==> src/rtl/new_step2.sv <==
// new_step2 -- multicycle datapath slice of the 16-bit core.
//
// Holds the instruction register, a 16x16 register file, the immediate
// generator, the A/B operand registers, the ALU and the ALUOut register.
// The control FSM drives every select/enable. Every stage is registered, so
// a result appears two clocks after the instruction is captured.
//
// Ports:
//   CLK          in  1   rising-edge clock
//   reset        in  1   asynchronous active-low reset (clears IR, A, B, ALUOut)
//   instruction  in  16  instruction word loaded into IR
//   IRWrite      in  1   IR load enable
//   writeEnable  in  1   register-file write enable (address = IR[11:8])
//   dataWrite    in  16  register-file write data
//   PC           in  16  program counter, alternate ALU A operand
//   ALUSrcA      in  1   0 = PC, 1 = A register
//   ALUSrcB      in  1   0 = B register, 1 = immediate
//   ALUOp        in  3   ALU function
//   numBits      in  2   immediate field select
//   immShift     in  2   immediate left-shift select
//   ALUOut       out 16  ALUOut register (signed)
//   A            out 16  A register
//   B            out 16  B register
//   Op           out 4   IR[15:12]
module new_step2 (
  input  logic               CLK,
  input  logic               reset,
  input  logic [15:0]        instruction,
  input  logic               IRWrite,
  input  logic               writeEnable,
  input  logic [15:0]        dataWrite,
  input  logic [15:0]        PC,
  input  logic               ALUSrcA,
  input  logic               ALUSrcB,
  input  logic [2:0]         ALUOp,
  input  logic [1:0]         numBits,
  input  logic [1:0]         immShift,
  output logic signed [15:0] ALUOut,
  output logic [15:0]        A,
  output logic [15:0]        B,
  output logic [3:0]         Op
);

  logic [15:0] ir_r;
  logic [15:0] aReg_r;
  logic [15:0] bReg_r;
  logic [15:0] aluOut_r;
  logic [15:0] regFile_r [16];

  logic [3:0]  readAddr1_s;
  logic [15:0] readData1_s;
  logic [15:0] readData2_s;
  logic [15:0] immExt_s;
  logic [15:0] imm_s;
  logic [15:0] srcA_s;
  logic [15:0] srcB_s;
  logic [15:0] aluResult_s;

  // Read port 1 uses the rd field for the 8-bit-immediate format (addi-style).
  always_comb begin
    if (numBits == 2'b10) begin
      readAddr1_s = ir_r[11:8];
    end else begin
      readAddr1_s = ir_r[7:4];
    end
    readData1_s = regFile_r[readAddr1_s];
    readData2_s = regFile_r[ir_r[3:0]];
  end

  // Immediate extension followed by the selectable left shift.
  always_comb begin
    case (numBits)
      2'b00:   immExt_s = {{4{ir_r[11]}}, ir_r[11:0]};
      2'b01:   immExt_s = {{12{ir_r[3]}}, ir_r[3:0]};
      2'b10:   immExt_s = {{8{ir_r[7]}}, ir_r[7:0]};
      2'b11:   immExt_s = {12'h000, ir_r[3:0]};
      default: immExt_s = 16'h0000;
    endcase
    case (immShift)
      2'b00:   imm_s = immExt_s;
      2'b01:   imm_s = {immExt_s[14:0], 1'b0};
      2'b10:   imm_s = {immExt_s[13:0], 2'b00};
      2'b11:   imm_s = {immExt_s[7:0], 8'h00};
      default: imm_s = 16'h0000;
    endcase
  end

  // Operand muxes and the ALU; arithmetic wraps with no flags.
  always_comb begin
    if (ALUSrcA) begin
      srcA_s = aReg_r;
    end else begin
      srcA_s = PC;
    end
    if (ALUSrcB) begin
      srcB_s = imm_s;
    end else begin
      srcB_s = bReg_r;
    end
    case (ALUOp)
      3'b000:  aluResult_s = srcA_s + srcB_s;
      3'b001:  aluResult_s = srcA_s - srcB_s;
      3'b010:  aluResult_s = srcA_s & srcB_s;
      3'b011:  aluResult_s = srcA_s | srcB_s;
      3'b100:  aluResult_s = srcA_s ^ srcB_s;
      3'b101:  aluResult_s = srcA_s << srcB_s[3:0];
      3'b110:  aluResult_s = srcA_s >> srcB_s[3:0];
      3'b111:  aluResult_s = $unsigned($signed(srcA_s) >>> srcB_s[3:0]);
      default: aluResult_s = 16'h0000;
    endcase
  end

  // Register file: no reset, so contents survive a reset pulse.
  always_ff @(posedge CLK) begin
    if (writeEnable) begin
      regFile_r[ir_r[11:8]] <= dataWrite;
    end
  end

  // Pipeline registers: IR is enabled, A/B/ALUOut capture every edge.
  always_ff @(posedge CLK or negedge reset) begin
    if (!reset) begin
      ir_r     <= 16'h0000;
      aReg_r   <= 16'h0000;
      bReg_r   <= 16'h0000;
      aluOut_r <= 16'h0000;
    end else begin
      if (IRWrite) begin
        ir_r <= instruction;
      end
      aReg_r   <= readData1_s;
      bReg_r   <= readData2_s;
      aluOut_r <= aluResult_s;
    end
  end

  assign ALUOut = $signed(aluOut_r);
  assign A      = aReg_r;
  assign B      = bReg_r;
  assign Op     = ir_r[15:12];

endmodule

==> config.mk <==
export PLATFORM = sky130hd
export DESIGN_NAME = new_step2
export DESIGN_NICKNAME = d
export VERILOG_FILES = /design/src/rtl/new_step2.sv
export SDC_FILE = /design/constraint.sdc
export NUM_CORES = 1
export LEC_CHECK = 0
export CORE_UTILIZATION = 55
export CTS_CLUSTER_SIZE = 12
export DETAILED_ROUTE_END_ITERATION = 7
export PLACE_DENSITY_LB_ADDON = 0.08
export SETUP_SLACK_MARGIN = 0.3
export SYNTH_ARGS = -nofsm -noshare
export SYNTH_HDL_FRONTEND = slang
export SYNTH_SLANG_ARGS = --single-unit
==> constraint.sdc <==
create_clock -name CLK -period 4.1 [get_ports CLK]
set_input_delay 0.615 -clock CLK [delete_from_list [all_inputs] [get_ports CLK]]
set_output_delay 0.615 -clock CLK [all_outputs]
set_load 0.05 [all_outputs]
==> impl_results.md, run 1 <==
- Status: finished, final reports clean
- GRT Overall Usage: 34.7%
- Root buf cell: clkbuf_16
- Synth warn: 0
- Vias per inst: 6.67
- Max cap viols: 0
- DRT antenna net count: 0
- Filler instances: 2173
- EDFF count, synth: 256
- CTS clk-pin slew, worst paths: 0.06 ns
- Area of the multi-input gates: 0.00839 mm²
- CP bufs+invs: 6
- Core area: 0.0320 mm²
- Crit-path max FO: 5
- Share of layout cells above drive strength 1: 31.3%
- Critical Path RT: 4.55 ns
- Overflow after GRT: 0
- H-tree depth: 2
- Finished Cell Area: 0.0223 mm²
- Top cell type's share of synthesized area: 42.6%
- Initial cell density of the core: 56.5%
- Most common cell after layout, fill and taps aside: edfxtp_1
- Fin crit share: 89.6%
- Routed length per instance: 28.5 µm
- CTS tree: yes
- Synthesized flop and latch total: 320
- TritonCTS Buffers: 36
- Largest delay contributor family on the critical path: compound AO/OA/AOI/OAI gates
- PwrDens: 487 mW/mm²
- Total design power: 10.9 mW
- Vias in the first global route: 13.2k
- Slew Viols, Final: 0
- Setup CP Type: in2reg
- Slew margin rel.: 31.4%
- RSZ-0062 raised after global routing: false
- Worst-Margin Slew: 1.03 ns
- Die area: 0.0336 mm²
- Layout overhead on the synthesized area: 23.3%
- Hpwl dp: 39200 µm
- Fin Hold WS: 0.218 ns
- Longest Clk Path Bufs: 3
- Post-route insts no fill: 2004
- Cell count after placement: 1929
- Hold Fails Final Rpt: 0
- Startpoint types: input pin
- Net count reported at finish: 1657
- Sink Count: 320
- Final setup violation count: 0
- Most used cell, CP: buf_4
- Post-Syn Area per Cell: 13.9 µm²
- Commonest cells after routing, fill and taps aside: edfxtp_1, buf_4, mux4_2
- Worst-Skew Late Latency: 0.53 ns
- Slowest cell on crit path: or4_1
- Drt total wl: 57100 µm
- Core Util, Final: 69.7%
- Place WS: -0.378 ns
- Cell taking the most area after synthesis: edfxtp_1
- Sequential cell area: 0.00930 mm²
- Post-synth ARST share: 20.0%
- Setup TNS Final: 0 ns
- Die height: 183 µm
- Post-route minimum period: 3.67 ns
- Residual DRC count: 0
- Hold Crit Class: in2async
- Most frequently used flop master after synthesis: edfxtp_1
- RD Place Congestion: 1.01
- Worst VDD drop: 0.000374 V
- Row count: 65
- Initial antenna violation count: 1
- Worst setup EP type: flop
- Total number of vias: 13.4k
- Largest net degree at the start of global routing: 66
- Die width: 183 µm
- Fmax: 272 MHz
- Post-Syn Area: 0.0181 mm²
- Pleak: 8.15 nW
- Cells after synthesis: 1301
- Initial DRC Count: 1291
- Worst Slack Setup Final: 0.428 ns
- Number of library cell types mapped by synthesis: 85
- PortBufs: 112
- Dpl cell area: 0.0209 mm²
- Flop-to-flop setup slack: 0.43 ns
- WP data arrival: 4.12 ns
- Detailed Routing Iterations Pass 1: 6
- Cell Chain, Critical Path: clkdlybuf4s15_1 > buf_6 > buf_4 > buf_4 > o31ai_4 > o221a_2 > buf_4 > nand4_1 > buf_4 > o21a_1 > xnor2_1 > ha_1 > or3_4 > o211ai_1 > a311oi_2 > or4_1 > nand3_1
- CP peak stage delay: 0.43 ns
- Top post-synthesis cells by area: edfxtp_1, mux4_2, dfrtp_1, ha_1, mux2i_1
- Global-route wire length before repair: 84500 µm
- Register area share after synthesis: 51.4%
- Fin Clk Skew: 0.0211 ns
- Ports: 113
- Synth Net Count: 1410
==> final timing paths <==
kind / start / to / cells after the start
min: reset / ALUOut[1] / 1
max reg2reg: ir_r[1] / ALUOut[14] / 15
max: immShift[1] / ALUOut[14] / 17
min reg2reg: ir_r[15] / ir_r[15] / 1
max in group asynchronous: reset / ir_r[0] / 1
min in group CLK: ir_r[15] / ir_r[15] / 1
==> Yosys cell counts (all sizes together) (16+ instances only) <==
library cell / instances
mux2i: 54
nor3: 16
a31oi: 25
nand3: 16
a21oi: 49
inv: 40
nand2: 94
o211ai: 16
mux2: 25
edfxtp: 256
dfrtp: 64
o21ai: 47
xnor2: 20
nor2: 72
buf: 57
and2: 23
a211oi: 29
mux4: 145
clkbuf: 43
ha: 47
==> kinds of logic (layout without fill, tap and decap cells) <==
group | Yosys count | count (layout) | synth area share [%]
AO/OA/AOI/OAI | 264 | 264 | 10.1
XOR/XNOR | 24 | 24 | 1.16
adder cells (fa/ha/maj) | 48 | 48 | 3.37
buffers and inverters | 141 | 408 | 3.61
flip-flops | 320 | 320 | 51.4
multiplexers | 224 | 224 | 22.7
other | 0 | 1 | 0
AND/OR/NAND/NOR | 280 | 280 | 7.53
==> power by group <==
part / switching, mW / internal, mW / leakage [nW]
Combinational: 2.21 / 1.62 / 4.54
Sequential: 0.169 / 3.71 / 3.06
Clock: 1.29 / 1.85 / 0.556
Total: 3.67 / 7.18 / 8.15
==> routing by layer <==
metal	GRT usage [%]	wire, µm	vias up
met5	0	0	-
met4	14.1	2470	0
met3	5.14	4640	150
met2	57.7	27900	804
met1	46.1	22100	6758
li1	-	-	5652
==> final cells by class <==
cell class / instances / area share [%]
timing repair buffer: 309 / 12.2
clock buffer: 45 / 4.29
sequential: 320 / 41.7
tap: 435 / 2.44
inverter: 41 / 0.747
multi-input combinational: 840 / 37.7
clock inverter: 13 / 0.837
antenna: 1 / 0.0112
==> worst register-to-register path: stages, from the launching register on <==
cell and delay [ns]:
dfrtp_2 0.46, mux2_4 0.29, a22oi_2 0.23, inv_2 0.08
nor2_4 0.13, buf_4 0.14, nand4_1 0.15, buf_4 0.19
o21a_1 0.17, xnor2_1 0.13, ha_1 0.24, or3_4 0.38
o211ai_1 0.29, a311oi_2 0.18, or4_1 0.43, nand3_1 0.10
==> sequential cells by signal, indices dropped and copies added, names as in the netlist <==
register and count:
regFile_r 256, ALUOut 16, A 16, B 16
ir_r 16
==> repair_timing <==
item | in CTS | in global routing
pin swaps | 6 | 20
resized for setup | 8 | 27
gates cloned | 1 | 1
hold buffers | 0 | 0
buffers inserted | 6 | 8
setup endpoints to repair | 5 | 6
Power figures use the tool's default switching activity.
==> inputs of run 2 (changes only) <==
--- a/config.mk
+++ b/config.mk
@@ -6,7 +6,6 @@
 export NUM_CORES = 1
 export LEC_CHECK = 0
 export CORE_UTILIZATION = 55
-export CTS_CLUSTER_SIZE = 12
 export DETAILED_ROUTE_END_ITERATION = 7
 export PLACE_DENSITY_LB_ADDON = 0.08
 export SETUP_SLACK_MARGIN = 0.3
==> run 2 against run 1 <==
Compared with the run above:
- clock power decreased by 2%
- wire length hardly changed
- via count about the same
- critical path depth shrank 1
- non-clock buffer count increased by 3
- global-route usage rose by 0.21 points
- core utilization about the same
- setup slack worse by 0.059 ns
- clock skew about the same
- highest routed layer unchanged
==> impl_results.md, run 2 (synthesized netlist as in run 1, its figures left out) <==
- Routed length per instance: 28.4 µm
- N_diodes: 0
- Most used cell, CP: buf_4
- Drt total wl: 57100 µm
- Final setup violation count: 0
- Slew Viols, Final: 0
- Worst-Margin Slew: 1.03 ns
- Sink Count: 320
- Largest net degree at the start of global routing: 66
- H-tree depth: 2
- Die width: 183 µm
- Fin Clk Skew: 0.0210 ns
- DRT antenna net count: 0
- Core area: 0.0320 mm²
- Residual DRC count: 0
- Cell Chain, Critical Path: and3b_2 > o21ba_1 > o31ai_4 > or3b_4 > or2_4 > nor3_4 > a21oi_2 > xnor2_1 > ha_1 > buf_4 > buf_4 > buf_4 > inv_1 > a311oi_2 > or4_1 > nand3_1
- Hold Fails Final Rpt: 0
- WP data arrival: 4.18 ns
- CTS clk-pin slew, worst paths: 0.06 ns
- Count of cells along the worst register-to-register path: 16
- Total number of vias: 13.4k
- Initial DRC Count: 1342
- TritonCTS Buffers: 35
- Global-route wire length before repair: 85000 µm
- Share of layout cells above drive strength 1: 31.3%
- Total design power: 10.8 mW
- Worst VDD drop: 0.000454 V
- Row count: 65
- Longest Clk Path Bufs: 3
- Commonest cells after routing, fill and taps aside: edfxtp_1, buf_4, mux4_2
- CP bufs+invs: 4
- CTS tree: yes
- Critical Path RT: 4.55 ns
- Hold Buf Count CTS: 0
- CP peak stage delay: 0.46 ns
- Fin crit share: 91.0%
- Vias per inst: 6.65
- Crit-path max FO: 5
- Overflow after GRT: 0
- Slowest cell on crit path: dfrtp_2
- Initial antenna violation count: 0
- Hold Crit Class: in2async
- Initial cell density of the core: 56.5%
- Vias in the first global route: 13.3k
- Most common cell after layout, fill and taps aside: edfxtp_1
- GRT Overall Usage: 34.9%
- PortBufs: 112
- Startpoint types: flop
- Fmax: 268 MHz
- Setup TNS Final: 0 ns
- Critical path depth: 16
- Die height: 183 µm
- Met3 wire length: 4690 µm
- Hpwl dp: 39200 µm
- Fin Hold WS: 0.202 ns
- Ports: 113
- DR WL met2: 28100 µm
- Status: finished, final reports clean
- Detailed Routing Iterations Pass 1: 5
- PwrDens: 484 mW/mm²
- RSZ-0062 raised after global routing: true
- Max cap viols: 0
- WL met1: 21800 µm
- Net count reported at finish: 1659
- Slew margin rel.: 31.2%
- Setup CP Type: reg2reg
- Pleak: 8.16 nW
- Die area: 0.0336 mm²
- Max reg flops: 256
- Post-route minimum period: 3.73 ns
- Worst-Skew Late Latency: 0.53 ns
- Root buf cell: clkbuf_16
- Largest delay contributor family on the critical path: simple AND/OR/NAND/NOR gates
- Top Layer Used: met4
- Worst setup EP type: flop
- RD Place Congestion: 1.01
- Layout overhead on the synthesized area: 23.4%
run 2: what timing repair did:
| action | 4_1_cts | 5_1_grt |
|---|---|---|
| gates resized for setup | 8 | 27 |
| endpoints found under the hold margin | 0 | 0 |
| pin swaps | 6 | 22 |
| gates cloned | 1 | 1 |
| buffers inserted | 6 | 11 |
| endpoints found under the setup margin | 5 | 6 |
run 2: path summary, 6_finish.rpt:
check	startpoint	endpoint	slack [ns]
setup / recovery	ir_r[3]	ALUOut[14]	0.37
hold / removal	reset	ALUOut[1]	0.20
setup reg to reg	ir_r[3]	ALUOut[14]	0.37
hold reg to reg	ir_r[14]	ir_r[14]	0.51
max in group asynchronous	reset	ir_r[0]	3.27
min in group CLK	ir_r[14]	ir_r[14]	0.51
run 2: power by group:
group	internal [mW]	switching [mW]
logic	1.63	2.20
registers	3.71	0.170
clock network	1.76	1.31
total	7.10	3.69
run 2: cell type report:
class                      instances  area, µm²
fill                            2167       9690
sequential                       320       9300
multi-input combinational        840       8390
timing repair buffer             312       2760
clock buffer                      42        923
tap                              435        544
clock inverter                    20        195
inverter                          41        166
run 2: metal layers:
metal / vias to the layer above / track usage [%]
met5: - / 0
met4: 0 / 14.1
met3: 159 / 5.32
met2: 777 / 58.3
met1: 6774 / 46.1
li1: 5663 / -
run 2: metrics by stage:
stage / cell area, µm² / setup slack [ns] / instances / util, %
floorplan: 18200 / 0.312 / 1301 / -
global placement: 20900 / -0.295 / 1929 / 65.4
detailed placement: 20900 / -0.378 / 1929 / 65.4
CTS: 22100 / 0.308 / 1998 / 69.1
global route: 22300 / 0.267 / 2010 / 69.7
finish: 22300 / 0.369 / 2010 / 69.7
==> inputs of run 3 (changes only) <==
--- a/config.mk
+++ b/config.mk
@@ -7,8 +7,8 @@
 export LEC_CHECK = 0
 export CORE_UTILIZATION = 55
 export DETAILED_ROUTE_END_ITERATION = 7
+export GPL_ROUTABILITY_DRIVEN = 0
 export PLACE_DENSITY_LB_ADDON = 0.08
-export SETUP_SLACK_MARGIN = 0.3
 export SYNTH_ARGS = -nofsm -noshare
 export SYNTH_HDL_FRONTEND = slang
 export SYNTH_SLANG_ARGS = --single-unit
==> run 3 against run 2 <==
Compared with the run above:
- register-to-register slack lost 0.05 ns
- hold slack gained 0.0017 ns
- final cell count shrank 1.5%
- critical path depth grew 2
- largest power group unchanged
- design area shrank 1.9%
- core utilization shrank 1.3 points
- critical path type is now in2reg
==> impl_results.md, run 3 (synthesized netlist as in run 1, its figures left out) <==
- Largest delay contributor family on the critical path: simple AND/OR/NAND/NOR gates
- Initial DRC Count: 1387
- Longest Clk Path Bufs: 3
- CTS clk-pin slew, worst paths: 0.06 ns
- Max reg flops: 256
- Startpoint types: input pin
- Residual DRC count: 0
- Root buf cell: clkbuf_16
- Largest net degree at the start of global routing: 66
- Worst-Margin Slew: 1.01 ns
- TritonCTS Buffers: 35
- Hpwl dp: 36900 µm
- PortBufs: 112
- Hold Buf Count CTS: 0
- Most common cell after layout, fill and taps aside: edfxtp_1
- Setup TNS Final: 0 ns
- Cell count after placement: 1915
- Fin Clk Skew: 0.00901 ns
- RSZ-0062 raised after global routing: true
- Final setup violation count: 0
- Die height: 183 µm
- WP data arrival: 4.31 ns
- Overflow after GRT: 0
- Crit-path max FO: 20
- Net count reported at finish: 1627
- CP peak stage delay: 0.50 ns
- Core area: 0.0320 mm²
- Die width: 183 µm
- DRT antenna net count: 0
- Ports: 113
- Post-route insts no fill: 1979
- Hold Crit Class: in2async
- Routed length per instance: 27.3 µm
- CTS tree: yes
- Vias per inst: 6.60
- Layout overhead on the synthesized area: 21.1%
- Critical Path RT: 4.50 ns
- Initial cell density of the core: 56.5%
- Post-route minimum period: 3.91 ns
- Max cap viols: 0
- H-tree depth: 2
- Row count: 65
- Commonest cells after routing, fill and taps aside: edfxtp_1, buf_4, mux4_2
- Slowest cell on crit path: clkdlybuf4s50_1
- Vias in the first global route: 13.2k
- Filler instances: 2260
- Setup CP Type: in2reg
- Status: finished, final reports clean
- Drt total wl: 54000 µm
- GRT Overall Usage: 33.2%
- Worst setup EP type: flop
- Detailed Routing Iterations Pass 1: 5
- Worst-Skew Late Latency: 0.53 ns
- Total number of vias: 13.1k
- Hold Fails Final Rpt: 0
- Initial antenna violation count: 3
- Die area: 0.0336 mm²
- PwrDens: 484 mW/mm²
- Sink Count: 320
- Worst VDD drop: 0.000404 V
- Slew Viols, Final: 0
- CP bufs+invs: 3
- Fmax: 256 MHz
- Cell Chain, Critical Path: clkdlybuf4s50_1 > buf_6 > nand2b_1 > o21ba_1 > o31ai_4 > or3b_4 > or2_1 > nor3_2 > buf_4 > a41oi_1 > xnor2_1 > ha_1 > nand2b_1 > nor2_1 > a21oi_1 > o221ai_1 > a21oi_1 > nand3_1
- Slew margin rel.: 32.4%
- Share of layout cells above drive strength 1: 28.9%
- Pleak: 7.98 nW
- Fin crit share: 95.4%
- Global-route wire length before repair: 81400 µm
==> run 3: changes by cell type in the layout (fill, tap and decap cells not counted), moves of 4 or more <==
cell             change
a21oi_2              -4
clkinv_1             -4
a21oi_1              +4
clkdlybuf4s50_1      +4
clkbuf_1             -4
clkinv_2             +6
buf_4               -29
==> run 3: worst paths after layout <==
path                        startpoint          to  cells after the start  slack, ns
max                        immShift[0]  ALUOut[14]                     18       0.19
max reg2reg                    ir_r[3]  ALUOut[14]                     16       0.32
max in group asynchronous        reset     ir_r[0]                      1       3.25
min                              reset    ir_r[12]                      1       0.20
min reg2reg                   ir_r[15]    ir_r[15]                      1       0.50
min in group CLK              ir_r[15]    ir_r[15]                      1       0.50
==> run 3: layout make-up <==
cell class                 count  area (µm²)  area share (%)
antenna                        2        5.00          0.0229
clock buffer                  39         905            4.14
clock inverter                22         189           0.864
inverter                      41         166           0.761
multi-input combinational    840        8260            37.8
sequential                   320        9290            42.5
tap                          435         544            2.49
timing repair buffer         280        2500            11.4
==> run 3: per-stage QoR <==
step           utilization, %  total power [mW]  setup WS, ns  hold slack (ns)  cell area, µm²
2_1_floorplan               -              6.12        0.0478            0.319           18100
3_3_place_gp             64.8              7.49        -0.333            0.488           20700
3_5_place_dp             64.8              7.54        -0.367            0.494           20700
4_1_cts                  68.2              10.6         0.167            0.226           21800
5_1_grt                  68.4              11.0       -0.0327            0.267           21900
6_report                 68.4              10.6         0.188            0.204           21900
==> run 3: routing by layer <==
layer  GRT usage (%)  wire, µm  up-vias
met5               0        13        -
met4            16.4      2860        2
met3            5.48      4390      168
met2            55.5     26400      750
met1            42.4     20300     6545
li1                -         -     5595
==> run 3: repair_timing <==
| action | CTS | global route |
|---|---|---|
| setup endpoints to repair | 0 | 4 |
| resized for setup | 0 | 10 |
| setup buffers | 0 | 1 |
==> run 3: power breakdown <==
group	internal [mW]	total, mW	switching, mW
Clock	1.73	3.02	1.29
Sequential	3.71	3.87	0.157
Combinational	1.55	3.70	2.15
Total	6.99	10.6	3.59
